$ cat src/rtl/game_pkg.sv
// Shared definitions for the game front end: key codes, keypad map,
// column drive patterns and the debounce state encoding.
package game_pkg;

  localparam logic [3:0] KEY_0 = 4'h0;
  localparam logic [3:0] KEY_1 = 4'h1;
  localparam logic [3:0] KEY_2 = 4'h2;
  localparam logic [3:0] KEY_3 = 4'h3;
  localparam logic [3:0] KEY_4 = 4'h4;
  localparam logic [3:0] KEY_5 = 4'h5;
  localparam logic [3:0] KEY_6 = 4'h6;
  localparam logic [3:0] KEY_7 = 4'h7;
  localparam logic [3:0] KEY_8 = 4'h8;
  localparam logic [3:0] KEY_9 = 4'h9;
  localparam logic [3:0] KEY_A = 4'hA;
  localparam logic [3:0] KEY_B = 4'hB;
  localparam logic [3:0] KEY_C = 4'hC;
  localparam logic [3:0] KEY_D = 4'hD;
  localparam logic [3:0] KEY_E = 4'hE;
  localparam logic [3:0] KEY_F = 4'hF;

  localparam logic [3:0] COL0 = 4'b1110;
  localparam logic [3:0] COL1 = 4'b1101;
  localparam logic [3:0] COL2 = 4'b1011;
  localparam logic [3:0] COL3 = 4'b0111;

  typedef enum logic [1:0] {
    ST_RELEASED,
    ST_PRESS_CHK,
    ST_HELD,
    ST_REL_CHK
  } deb_state_t;

  typedef enum logic [1:0] {
    SCAN_NONE,
    SCAN_SINGLE,
    SCAN_MULTI
  } scan_kind_t;

  function automatic logic [3:0] key_map(input logic [1:0] row, input logic [1:0] col);
    logic [3:0] code;
    case ({row, col})
      4'h0:    code = KEY_1;
      4'h1:    code = KEY_2;
      4'h2:    code = KEY_3;
      4'h3:    code = KEY_A;
      4'h4:    code = KEY_4;
      4'h5:    code = KEY_5;
      4'h6:    code = KEY_6;
      4'h7:    code = KEY_B;
      4'h8:    code = KEY_7;
      4'h9:    code = KEY_8;
      4'hA:    code = KEY_9;
      4'hB:    code = KEY_C;
      4'hC:    code = KEY_0;
      4'hD:    code = KEY_F;
      4'hE:    code = KEY_E;
      default: code = KEY_D;
    endcase
    return code;
  endfunction

  function automatic logic [3:0] col_drive(input logic [1:0] idx);
    logic [3:0] pat;
    case (idx)
      2'd0:    pat = COL0;
      2'd1:    pat = COL1;
      2'd2:    pat = COL2;
      default: pat = COL3;
    endcase
    return pat;
  endfunction

endpackage

$ cat src/rtl/keypad_scanner_sync2.sv
// Two-flop synchronizer with asynchronous active-low reset to a
// configurable idle value.
module sync2 #(
  parameter int WIDTH = 4,
  parameter logic [WIDTH-1:0] RESET_VAL = '1
) (
  input  logic             clk,
  input  logic             rst_n,
  input  logic [WIDTH-1:0] d,
  output logic [WIDTH-1:0] q
);

  logic [WIDTH-1:0] meta;

  always_ff @(posedge clk or negedge rst_n) begin
    if (!rst_n) begin
      meta <= RESET_VAL;
      q    <= RESET_VAL;
    end else begin
      meta <= d;
      q    <= meta;
    end
  end

endmodule

$ cat src/rtl/keypad_scanner.sv
// 4x4 keypad scanner: walks active-low columns, reads synchronized rows,
// classifies each full scan and debounces presses into one-cycle key pulses.
module keypad_scanner
  import game_pkg::*;
#(
  parameter int SCAN_TICKS     = 4,
  parameter int DEBOUNCE_SCANS = 3
) (
  input  logic       clk_k,
  input  logic       rstn_k,
  input  logic [3:0] row_k,
  output logic [3:0] col_k,
  output logic [3:0] key_k,
  output logic       key_valid_k,
  output logic       key_held_k
);

  localparam int DW    = (SCAN_TICKS > 1) ? $clog2(SCAN_TICKS) : 1;
  localparam int CNT_W = $clog2(DEBOUNCE_SCANS + 1);

  logic [3:0]       row_s;
  logic [DW-1:0]    dwell;
  logic [1:0]       col_idx;
  logic             sample;

  logic [2:0]       low_n;
  logic [1:0]       low_row;
  logic [1:0]       acc_hits;
  logic [3:0]       acc_code;
  logic [1:0]       new_hits;
  logic [3:0]       new_code;

  logic             scan_done;
  scan_kind_t       scan_kind;
  logic [3:0]       scan_code;

  deb_state_t       state, state_nxt;
  logic [CNT_W-1:0] cnt, cnt_nxt, cnt_inc;
  logic [3:0]       cand, cand_nxt;
  logic [3:0]       key_nxt;
  logic             held_nxt, valid_nxt;
  logic             is_single;

  sync2 #(
    .WIDTH    (4),
    .RESET_VAL(4'hF)
  ) u_row_sync (
    .clk  (clk_k),
    .rst_n(rstn_k),
    .d    (row_k),
    .q    (row_s)
  );

  assign sample = (dwell == DW'(SCAN_TICKS - 1));
  assign col_k  = col_drive(col_idx);

  always_ff @(posedge clk_k or negedge rstn_k) begin
    if (!rstn_k) begin
      dwell   <= '0;
      col_idx <= 2'd0;
    end else if (sample) begin
      dwell   <= '0;
      col_idx <= col_idx + 2'd1;
    end else begin
      dwell   <= dwell + DW'(1);
    end
  end

  // acc_hits saturates at 2: anything beyond one hit per scan is ghosting.
  always_comb begin
    low_n   = 3'd0;
    low_row = 2'd0;
    for (int r = 0; r < 4; r++) begin
      if (!row_s[r]) begin
        low_n   = low_n + 3'd1;
        low_row = 2'(r);
      end
    end
    new_hits = acc_hits;
    new_code = acc_code;
    if (acc_hits == 2'd2 || low_n > 3'd1 || (low_n == 3'd1 && acc_hits != 2'd0)) begin
      new_hits = 2'd2;
    end else if (low_n == 3'd1) begin
      new_hits = 2'd1;
      new_code = key_map(low_row, col_idx);
    end
  end

  always_ff @(posedge clk_k or negedge rstn_k) begin
    if (!rstn_k) begin
      acc_hits  <= 2'd0;
      acc_code  <= 4'd0;
      scan_done <= 1'b0;
      scan_kind <= SCAN_NONE;
      scan_code <= 4'd0;
    end else if (sample && col_idx == 2'd3) begin
      acc_hits  <= 2'd0;
      acc_code  <= 4'd0;
      scan_done <= 1'b1;
      scan_code <= new_code;
      case (new_hits)
        2'd0:    scan_kind <= SCAN_NONE;
        2'd1:    scan_kind <= SCAN_SINGLE;
        default: scan_kind <= SCAN_MULTI;
      endcase
    end else if (sample) begin
      acc_hits  <= new_hits;
      acc_code  <= new_code;
      scan_done <= 1'b0;
    end else begin
      scan_done <= 1'b0;
    end
  end

  assign is_single = (scan_kind == SCAN_SINGLE);
  assign cnt_inc   = cnt + CNT_W'(1);

  // MULTI falls through the !is_single paths, so it behaves exactly like NONE.
  always_comb begin
    state_nxt = state;
    cnt_nxt   = cnt;
    cand_nxt  = cand;
    key_nxt   = key_k;
    held_nxt  = key_held_k;
    valid_nxt = 1'b0;
    if (scan_done) begin
      case (state)
        ST_RELEASED: begin
          if (is_single) begin
            cand_nxt = scan_code;
            if (DEBOUNCE_SCANS <= 1) begin
              key_nxt   = scan_code;
              valid_nxt = 1'b1;
              held_nxt  = 1'b1;
              state_nxt = ST_HELD;
            end else begin
              cnt_nxt   = CNT_W'(1);
              state_nxt = ST_PRESS_CHK;
            end
          end
        end
        ST_PRESS_CHK: begin
          if (!is_single) begin
            state_nxt = ST_RELEASED;
          end else if (scan_code != cand) begin
            cand_nxt = scan_code;
            cnt_nxt  = CNT_W'(1);
          end else if (cnt_inc >= CNT_W'(DEBOUNCE_SCANS)) begin
            key_nxt   = cand;
            valid_nxt = 1'b1;
            held_nxt  = 1'b1;
            state_nxt = ST_HELD;
          end else begin
            cnt_nxt = cnt_inc;
          end
        end
        ST_HELD: begin
          if (!is_single) begin
            if (DEBOUNCE_SCANS <= 1) begin
              held_nxt  = 1'b0;
              state_nxt = ST_RELEASED;
            end else begin
              cnt_nxt   = CNT_W'(1);
              state_nxt = ST_REL_CHK;
            end
          end
        end
        default: begin
          if (is_single) begin
            state_nxt = ST_HELD;
          end else if (cnt_inc >= CNT_W'(DEBOUNCE_SCANS)) begin
            held_nxt  = 1'b0;
            state_nxt = ST_RELEASED;
          end else begin
            cnt_nxt = cnt_inc;
          end
        end
      endcase
    end
  end

  always_ff @(posedge clk_k or negedge rstn_k) begin
    if (!rstn_k) begin
      state       <= ST_RELEASED;
      cnt         <= '0;
      cand        <= 4'd0;
      key_k       <= 4'd0;
      key_held_k  <= 1'b0;
      key_valid_k <= 1'b0;
    end else begin
      state       <= state_nxt;
      cnt         <= cnt_nxt;
      cand        <= cand_nxt;
      key_k       <= key_nxt;
      key_held_k  <= held_nxt;
      key_valid_k <= valid_nxt;
    end
  end

endmodule

$ cat config.mk
export PLATFORM = sky130hd
export DESIGN_NAME = keypad_scanner
export DESIGN_NICKNAME = d
export VERILOG_FILES = /design/src/rtl/game_pkg.sv /design/src/rtl/keypad_scanner_sync2.sv /design/src/rtl/keypad_scanner.sv
export SDC_FILE = /design/constraint.sdc
export NUM_CORES = 1
export LEC_CHECK = 0
export BUFFER_PORTS_ARGS = -buffer_cell sky130_fd_sc_hd__buf_2
export CORE_MARGIN = 2
export CORE_UTILIZATION = 35
export CTS_CLUSTER_SIZE = 30
export DETAILED_ROUTE_END_ITERATION = 8
export SLEW_MARGIN = 20
export SYNTH_ARGS = -nofsm -noshare
export SYNTH_HDL_FRONTEND = slang
export SYNTH_SLANG_ARGS = --single-unit
$ cat constraint.sdc
create_clock -name clk_k -period 3.4 [get_ports clk_k]
set_input_delay 1.02 -clock clk_k [delete_from_list [all_inputs] [get_ports clk_k]]
set_output_delay 1.02 -clock clk_k [all_outputs]
set_load 0.02 [all_outputs]
== Word-level counts from Yosys, hierarchy flattened ==
Memories as Yosys holds them, arrays and structs flattened.
Cells that the tools add are included.
Word-level totals
  register bits: 39
  memory bits (read-only): 64
  bits of input ports: 6
  output and inout port bits: 10
  logic and storage cells: 111
  memories kept: 1
Memories
  (no name shown): depth 16, bits a word 4, read ports 1, clocked after memory_dff 0, wr ports 0, RTL line game_pkg.sv:42  | case ({row, col})
Cells by class
  add/subtract/negate cells: 6
  $lt $le $gt $ge: 2
  equal/unequal tests: 20
  multiplexer cells: 48
  bitwise operators: 2
  reduce and logical (&&, ||, !) cells: 17
Operators with widths (number)
  $mux 2: 19
  $mux 4: 7
  $reduce_and 5->1: 3
  $mux 1: 13
  $pmux 2 s3: 2
  $pmux 4 s3: 1
  $reduce_and 6->1: 2
  $eq 2x2->1 const B: 5
  $ne 2x2->1 const B: 5
  $add 3x1->3 const B: 3
  $mux 3: 3
  $eq 2x1->1 const B: 4
  $pmux 4 s2: 1
  $add 2x1->2 const B: 3
  $logic_not 2->1: 3
  $ne 3x3->1 const B: 2
  $reduce_bool 2->1: 3
  $ne 4x4->1: 1
  $pmux 2 s2: 1
  $reduce_bool 4->1: 1
  $eq 3x1->1 const B: 1
  $gt 3x1->1 const B: 1
  $ne 3x1->1 const B: 1
  $ge 2x2->1 const B: 1
  6 further kinds: 9

== Longest topological paths before layout ==
Gate-level depths: netlist of the first run.
  depth in word-level cells: 13
  gate-level depth with buffers: 10
  depth with buffers taken out: 10

== Hierarchy ==
From an unflattened synthesis of the first run, not the netlist that was laid out.
Unflattened totals
  cell total of the unflattened synthesis: 198
  area total of the unflattened synthesis: 2148.3 um^2
Modules (own cells, without submodules)
  keypad_scanner: times used 1, cells each 190, area each 1938.1 um^2, sequential area each 775.7 um^2
  sync2: times used 1, cells each 8, area each 210.2 um^2, sequential area each 210.2 um^2

== Worst setup path after synthesis of the first run ==
Ideal clock, no wire load.
  path kind: register to register
  from: reg u_row_sync.q[1]
  to: reg acc_code[0]
  arrival time: 2610 ps
  required time: 3274 ps
  slack: 664 ps
  cell stages (with the launch flop): 11
  buffers on the path: 1
  period minus slack after synthesis: 2736 ps
  cell sequence: dfstp_2 > inv_1 > ha_1 > buf_6 > xnor2_4 > ha_1 > nor3b_1 > mux2i_1 > a2111oi_4 > nor3b_1 > a221o_1
Between the ends
  word-level cells in the longest chain between the ends: 11
  elaborated cells on any way between the ends: 18
  classes of those cells: add/sub: 2; order compare: 1; eq/ne: 1; mux: 10; reduce/logical: 3; memory: 1
Ends and longest elaborated chain
  from (decl): RTL line keypad_scanner_sync2.sv:10  | output logic [WIDTH-1:0] q
  from (signal assigned): RTL line keypad_scanner_sync2.sv:21  | q <= meta;
  $mux 3: RTL line keypad_scanner.sv:74  | if (!row_s[r]) begin
  $add 3x1->3: RTL line keypad_scanner.sv:75  | low_n = low_n + 3'd1;
  $mux 3: RTL line keypad_scanner.sv:74
  $add 3x1->3: RTL line keypad_scanner.sv:75
  $mux 3: RTL line keypad_scanner.sv:74
  $gt 3x1->1 or $eq 3x1->1 (tied branches): RTL line keypad_scanner.sv:81, keypad_scanner.sv:83
  $logic_or 1x1->1 or $logic_and 1x1->1 (tied branches): RTL line keypad_scanner.sv:81  | if (acc_hits == 2'd2 || low_n > 3'd1 || (low_n == 3'd1 && acc_hits != 2'd0)) begin
  $logic_or 1x1->1: RTL line keypad_scanner.sv:81
  $mux 4 (*): RTL line keypad_scanner.sv:81
  $mux 4 (*): RTL line keypad_scanner.sv:106  | end else if (sample) begin
  $mux 4 (*): RTL line keypad_scanner.sv:96  | end else if (sample && col_idx == 2'd3) begin
  to (signal assigned): RTL line keypad_scanner.sv:108  | acc_code <= new_code;
  to (decl): RTL line keypad_scanner.sv:29  | logic [3:0] acc_code;
Mark *: on every way between the ends. The rest lies on a longest branch, timed or not. The select of a mux whose other input is x is not followed.
A chain may end at the register's enable or synchronous reset.

== Worst setup path after layout of the first run ==
  from: reg u_row_sync.q[1]
  to: reg acc_code[2]
The elaborated chain is that of the path after synthesis.

==> results of run 1 <==
-- cells in the mapped netlist (all sizes together) (2+ instances only) --
master / number
a21oi: 7
a22o: 3
a31oi: 3
buf: 3
clkbuf: 3
dfrtp: 31
dfstp: 8
ha: 16
inv: 16
mux2: 8
mux2i: 4
nand2: 21
nand2b: 4
nand3: 2
nor2: 13
nor3: 6
nor3b: 2
o2111ai: 2
o211ai: 3
o21ai: 11
o221ai: 2
o41ai: 2
xnor2: 6
xor2: 5
-- cells by family after synthesis --
group                    Yosys count  share of synthesized area
XOR/XNOR                          11                     0.0580
multiplexers                      12                     0.0615
AND/OR/NAND/NOR                   56                      0.124
adder cells (fa/ha/maj)           16                     0.0946
flip-flops                        39                      0.466
AO/OA/AOI/OAI                     42                      0.148
buffers and inverters             23                     0.0485
-- cell type report --
class / count / area [um^2]
Fill cell: 594 / 3550
Multi-Input combinational cell: 137 / 1030
Sequential cell: 39 / 986
Tap cell: 75 / 93.8
Timing Repair Buffer: 16 / 82.6
Clock buffer: 6 / 72.6
Inverter: 17 / 63.8
Clock inverter: 2 / 12.5
-- final timing paths --
kind	end	start	slack [ns]
max	acc_code[2]	u_row_sync.q[1]	0.36
min	u_row_sync.q[2]	u_row_sync.meta[2]	0.36
max reg2reg	acc_code[2]	u_row_sync.q[1]	0.36
min reg2reg	u_row_sync.q[2]	u_row_sync.meta[2]	0.36
max in group asynchronous	scan_code[1]	rstn_k	2.03
min in group asynchronous	state[0]	rstn_k	0.82
-- placed cells by master, fill, tap and decap left out, types with 5 or more instances in the layout --
cell,n
dfstp_2,8
xor2_1,5
inv_1,16
ha_1,16
nor2_1,13
buf_2,15
clkbuf_8,5
mux2_2,8
dfrtp_1,31
a21oi_1,7
nor3_1,6
nand2_1,21
o21ai_0,9
-- worst max-delay path: cells and delay by family, from the launching register on --
family                     cells  cell delay (ns)
buffers and inverters          1             0.06
adders and majority gates      2             0.74
and+or+nand+nor                1             0.21
DFF                            1             0.57
muxes                          1             0.17
xor gates and xnor gates       1             0.20
AOI/OAI and AO/OA              3             1.00
-- through the flow --
step / hold WS (ns) / setup slack [ns] / instance area [um^2] / util
2_1_floorplan: 0.345 / 0.664 / 2120 / -
3_3_place_gp: 0.346 / 0.474 / 2250 / 0.383
3_5_place_dp: 0.347 / 0.360 / 2250 / 0.383
4_1_cts: 0.358 / 0.347 / 2340 / 0.397
5_1_grt: 0.362 / 0.119 / 2340 / 0.397
6_report: 0.357 / 0.364 / 2340 / 0.397
-- state kept, by name, indices dropped and copies added, names as in the netlist, named ones only --
signal,cells
key_k,4
acc_hits,2
dwell,2
key_valid_k,1
key_held_k,1
acc_code,4
col_idx,2
u_row_sync.meta,4
scan_done,1
u_row_sync.q,4
state,1
scan_code,4
scan_kind,2
cnt,2
cand,4
-- layer usage --
layer  routed length (um)  part of all wire  vias to the layer above
met5                    0                 0                        -
met4                   34            0.0093                        0
met3                  154             0.042                        5
met2                 1690              0.46                       20
met1                 1760              0.48                      655
li1                     -                 -                      722
-- where the power goes --
group          internal (mW)  switching, mW
Clock                  0.144          0.175
Combinational         0.0427         0.0501
Sequential             0.483         0.0171
==> flow_metrics.tcl, run 1 <==
set metrics [dict create \
    status "complete, no violations" \
    fin_skew_ns 0.0173 \
    ys_seq_area_frac 0.466 \
    ctsResizeCount 0 \
    die-width_um 81.8 \
    netlist_area_um2 2120 \
    grt_usage 0.124 \
    synth_top_area_frac 0.367 \
    worstSetupPathType "flop to flop" \
    post-route-min-period_ns 3.04 \
    finalWeightedCongestion 0.767 \
    grt_pass1_wl_um 6370 \
    synth_area_leader_cell "dfrtp_1" \
    dp_cells 284 \
    syn_inst 199 \
    num_vias 1402 \
    vias_per_cell 4.80 \
    p_leak_nw 1.08 \
    holdCritPathClass "flop to flop" \
    grtUsageMet3 0.0462 \
    drt_iter0_drc 80 \
    die_y_um 81.8 \
    final_max_slew_viol_count 0 \
    fp.dieArea_um2 6680 \
    worst_slew_pin_slew_ns 0.860 \
    grt_max_degree 40 \
    grt-busiest-layer "met2" \
    whs_path_depth 0 \
    start_util 0.359 \
    max-vdd-ir-drop_mv 0.276 \
    use_met1 0.156 \
    portBuffers 15 \
    period_share 0.893 \
    area_growth_pct 10.5 \
    fmax_mhz 329 \
    tns_ns 0 \
    clkTransAtPathRegs_ns 0.07 \
    wirelength_um 3640 \
    worst_path_max_delay_cell "a2111oi_4" \
    synth_fp_nets 221 \
    core_area_um2 5890 \
    drc 0 \
    clockBufferDepth 2 \
    insertedDiodeCount 0 \
    overflow 0 \
    synth.avg_cell_area_um2 10.6 \
    cap_violations 0 \
    detail_route.wl_per_cell_um 12.5 \
    ff2ff_path_depth 9 \
    clkLatencyLatePin_ns 0.31 \
    drive_above_1_share 0.212 \
    ant_nets 0 \
    nets 238 \
    yosysWarnings 0 \
    layout.cells.non_filler 292 \
    p_total_mw 0.911 \
    antenna_found_initial 0 \
    finalHoldViolations 0 \
    grtUsageMet2 0.202 \
    post_cts_buffers 0 \
    cp.arrival_ns 3.24 \
    crit_path_max_incr_delay_ns 0.59 \
    synth_edf_count 0 \
    async_reset_ff_frac 1.00 \
    start_kind "flop" \
    ctsHoldBuffers 0 \
    numCtsBuffers 5 \
    io-pin-count 16 \
    setup_viol 0 \
    h-tree-depth 2 \
    tritoncts "yes" \
    first_pass_iters 4 \
    rsz0062_at_grt "false" \
    synth_area_leaders "dfrtp_1, dfstp_2, ha_1" \
    required_ns 3.61 \
    slew_headroom 0.427 \
    cpMostUsedCell "ha_1" \
    place_hpwl_um 2590 \
    clockRootBuffer "clkbuf_8" \
    grt_pass1_vias 1369 \
    clock_sinks 39 \
    synthDistinctLibCells 48 \
    worstPathCellList "inv_1 > ha_1 > xnor2_4 > ha_1 > nor3b_1 > mux2i_1 > a2111oi_4 > o211ai_1 > o221ai_1" \
    core.rowCount 28 \
    synth_seq_cells 39 \
    worstSetupEndpointType "flop" \
    power_density_nw_per_um2 390 \
    critical_path.max_fanout 10 \
    synth_ff_type "dfrtp_1" \
]
Power figures use the tool's default switching activity.
==> run 2: changes to the inputs <==
Settings changed: CELL_PAD_IN_SITES_DETAIL_PLACEMENT set to 0, CELL_PAD_IN_SITES_GLOBAL_PLACEMENT set to 1, PLACE_DENSITY_LB_ADDON set to 0.1.
==> flow_metrics.tcl, run 2 (same netlist as run 1, synthesis figures left out) <==
set metrics [dict create \
    status "complete, no violations" \
    r2r_end "acc_code[2]" \
    critical_path.max_fanout 10 \
    clkTransAtPathRegs_ns 0.07 \
    timing.critical_path.from "u_row_sync.q[1]" \
    place_hpwl_um 2900 \
    cap_violations 0 \
    grt_max_degree 40 \
    required_ns 3.60 \
    tns_ns 0 \
    power_frac_comb 0.097 \
    core.rowCount 28 \
    switching_power_mw 0.227 \
    cp.arrival_ns 3.28 \
    p_seq_frac 0.517 \
    finalHoldViolations 0 \
    worstPathCellList "inv_1 > ha_1 > xnor2_4 > ha_1 > nor3b_1 > mux2i_1 > a2111oi_4 > o211ai_1 > o221ai_1" \
    worst_path_max_delay_cell "a2111oi_4" \
    detail_route.wl_per_cell_um 13.5 \
    crit_path_max_incr_delay_ns 0.60 \
    fmax_mhz 325 \
    io-pin-count 16 \
    ff2ff_path_depth 9 \
    fillCellCount 596 \
    cpMostUsedCell "ha_1" \
    p_total_mw 0.968 \
    final_util 0.401 \
    core_area_um2 5890 \
    drt_iter0_drc 56 \
    grt_pass1_vias 1399 \
    slew_headroom 0.405 \
    p_clk_frac 0.386 \
    num_vias 1429 \
    start_util 0.359 \
    clkLatencyLatePin_ns 0.29 \
    worst_slew_pin_slew_ns 0.892 \
    die_y_um 81.8 \
    worstSetupEndpointType "flop" \
    grt_pass1_wl_um 6690 \
    post_cts_buffers 0 \
    setup_viol 0 \
    finalWeightedCongestion 0.742 \
    fp.dieArea_um2 6680 \
    portBuffers 15 \
    final_cell_mix "dfrtp_1, nand2_1, inv_1, ha_1, buf_2" \
    h-tree-depth 2 \
    p_int_mw 0.741 \
    area_growth_pct 11.6 \
    tritoncts "yes" \
    crit_path_end "acc_code[2]" \
    first_pass_iters 4 \
    drive_above_1_share 0.212 \
    ctsResizeCount 0 \
    die-width_um 81.8 \
    wirelength_um 3930 \
    switching_share 0.235 \
    rrSetupSlack_ns 0.32 \
    start_kind "flop" \
    post-route-min-period_ns 3.08 \
    insertedDiodeCount 0 \
    clockRootBuffer "clkbuf_8" \
    antenna_found_initial 0 \
    final_max_slew_viol_count 0 \
    period_share 0.906 \
    vias_per_cell 4.89 \
    drc 0 \
    rr_startpoint "u_row_sync.q[1]" \
    power_density_nw_per_um2 410 \
    ant_nets 0 \
    rsz0062_at_grt "false" \
    clock_sinks 39 \
    numCtsBuffers 5 \
    overflow 0 \
    holdCritPathClass "flop to flop" \
    ctsHoldBuffers 0 \
    clockBufferDepth 2 \
    layout_commonest_cell "dfrtp_1" \
    p_leak_nw 1.09 \
    nets 238 \
    fin_skew_ns 0.00532 \
    max-vdd-ir-drop_mv 0.193 \
    worstSetupPathType "flop to flop" \
    grt_usage 0.132 \
]
==> run 2: cell types whose count changed in the layout (fill, tap and decap cells not counted) <==
cell,change
clkbuf_1,-1
clkinv_1,+1
clkinvlp_4,-1
bufinv_16,+1
==> run 2: final cells by class <==
type                    count  area (um^2)  share of cell area
multi-input cells         137         1030               0.435
inverters                  17         63.8              0.0270
flip-flops and latches     39          986               0.418
clock inverters             3         38.8              0.0164
clock buffers               5         68.8              0.0291
well taps                  75         93.8              0.0397
repair buffers             16         82.6              0.0350
==> run 2: per-stage QoR <==
step / hold slack, ns / cells / area, um^2 / setup slack (ns)
after floorplan: 0.345 / 199 / 2120 / 0.664
after global placement: 0.345 / 284 / 2250 / 0.470
after detailed placement: 0.347 / 284 / 2250 / 0.348
after CTS: 0.359 / 292 / 2360 / 0.309
after global routing: 0.363 / 292 / 2360 / 0.0614
final: 0.358 / 292 / 2360 / 0.320
==> run 2: worst min-delay path by stage <==
stage	to	slack [ns]	cells past startpoint	start
after floorplan	u_row_sync.q[0]	0.35	0	u_row_sync.meta[0]
after global placement	u_row_sync.q[2]	0.35	0	u_row_sync.meta[2]
after detailed placement	u_row_sync.q[2]	0.35	0	u_row_sync.meta[2]
after CTS	u_row_sync.q[2]	0.36	0	u_row_sync.meta[2]
after global routing	u_row_sync.q[3]	0.36	0	u_row_sync.meta[3]
final	u_row_sync.q[3]	0.36	0	u_row_sync.meta[3]
==> run 2: power groups by stage <==
stage	Sequential [mW]	Combinational, mW	Clock, mW
final	0.501	0.0939	0.374
after global routing	0.504	0.106	0.409
after CTS	0.501	0.0959	0.389
after detailed placement	0.510	0.0957	0
after global placement	0.508	0.0940	0
after floorplan	0.502	0.0787	0
==> run 2: worst max-delay path, delay by kind of cell, from the launching register on <==
kind | cells | cell delay, ns
DFF | 1 | 0.57
buffers and inverters | 1 | 0.06
and+or+nand+nor | 1 | 0.21
AOI/OAI and AO/OA | 3 | 1.04
adders and majority gates | 2 | 0.73
muxes | 1 | 0.18
xor gates and xnor gates | 1 | 0.20
==> run 2: per-layer routing <==
| layer | vias to the layer above | part of all wire | track usage |
|---|---|---|---|
| li1 | 720 | - | - |
| met1 | 672 | 0.48 | 0.160 |
| met2 | 27 | 0.46 | 0.224 |
| met3 | 10 | 0.035 | 0.0363 |
| met4 | 0 | 0.024 | 0.0517 |
| met5 | - | 0 | 0 |
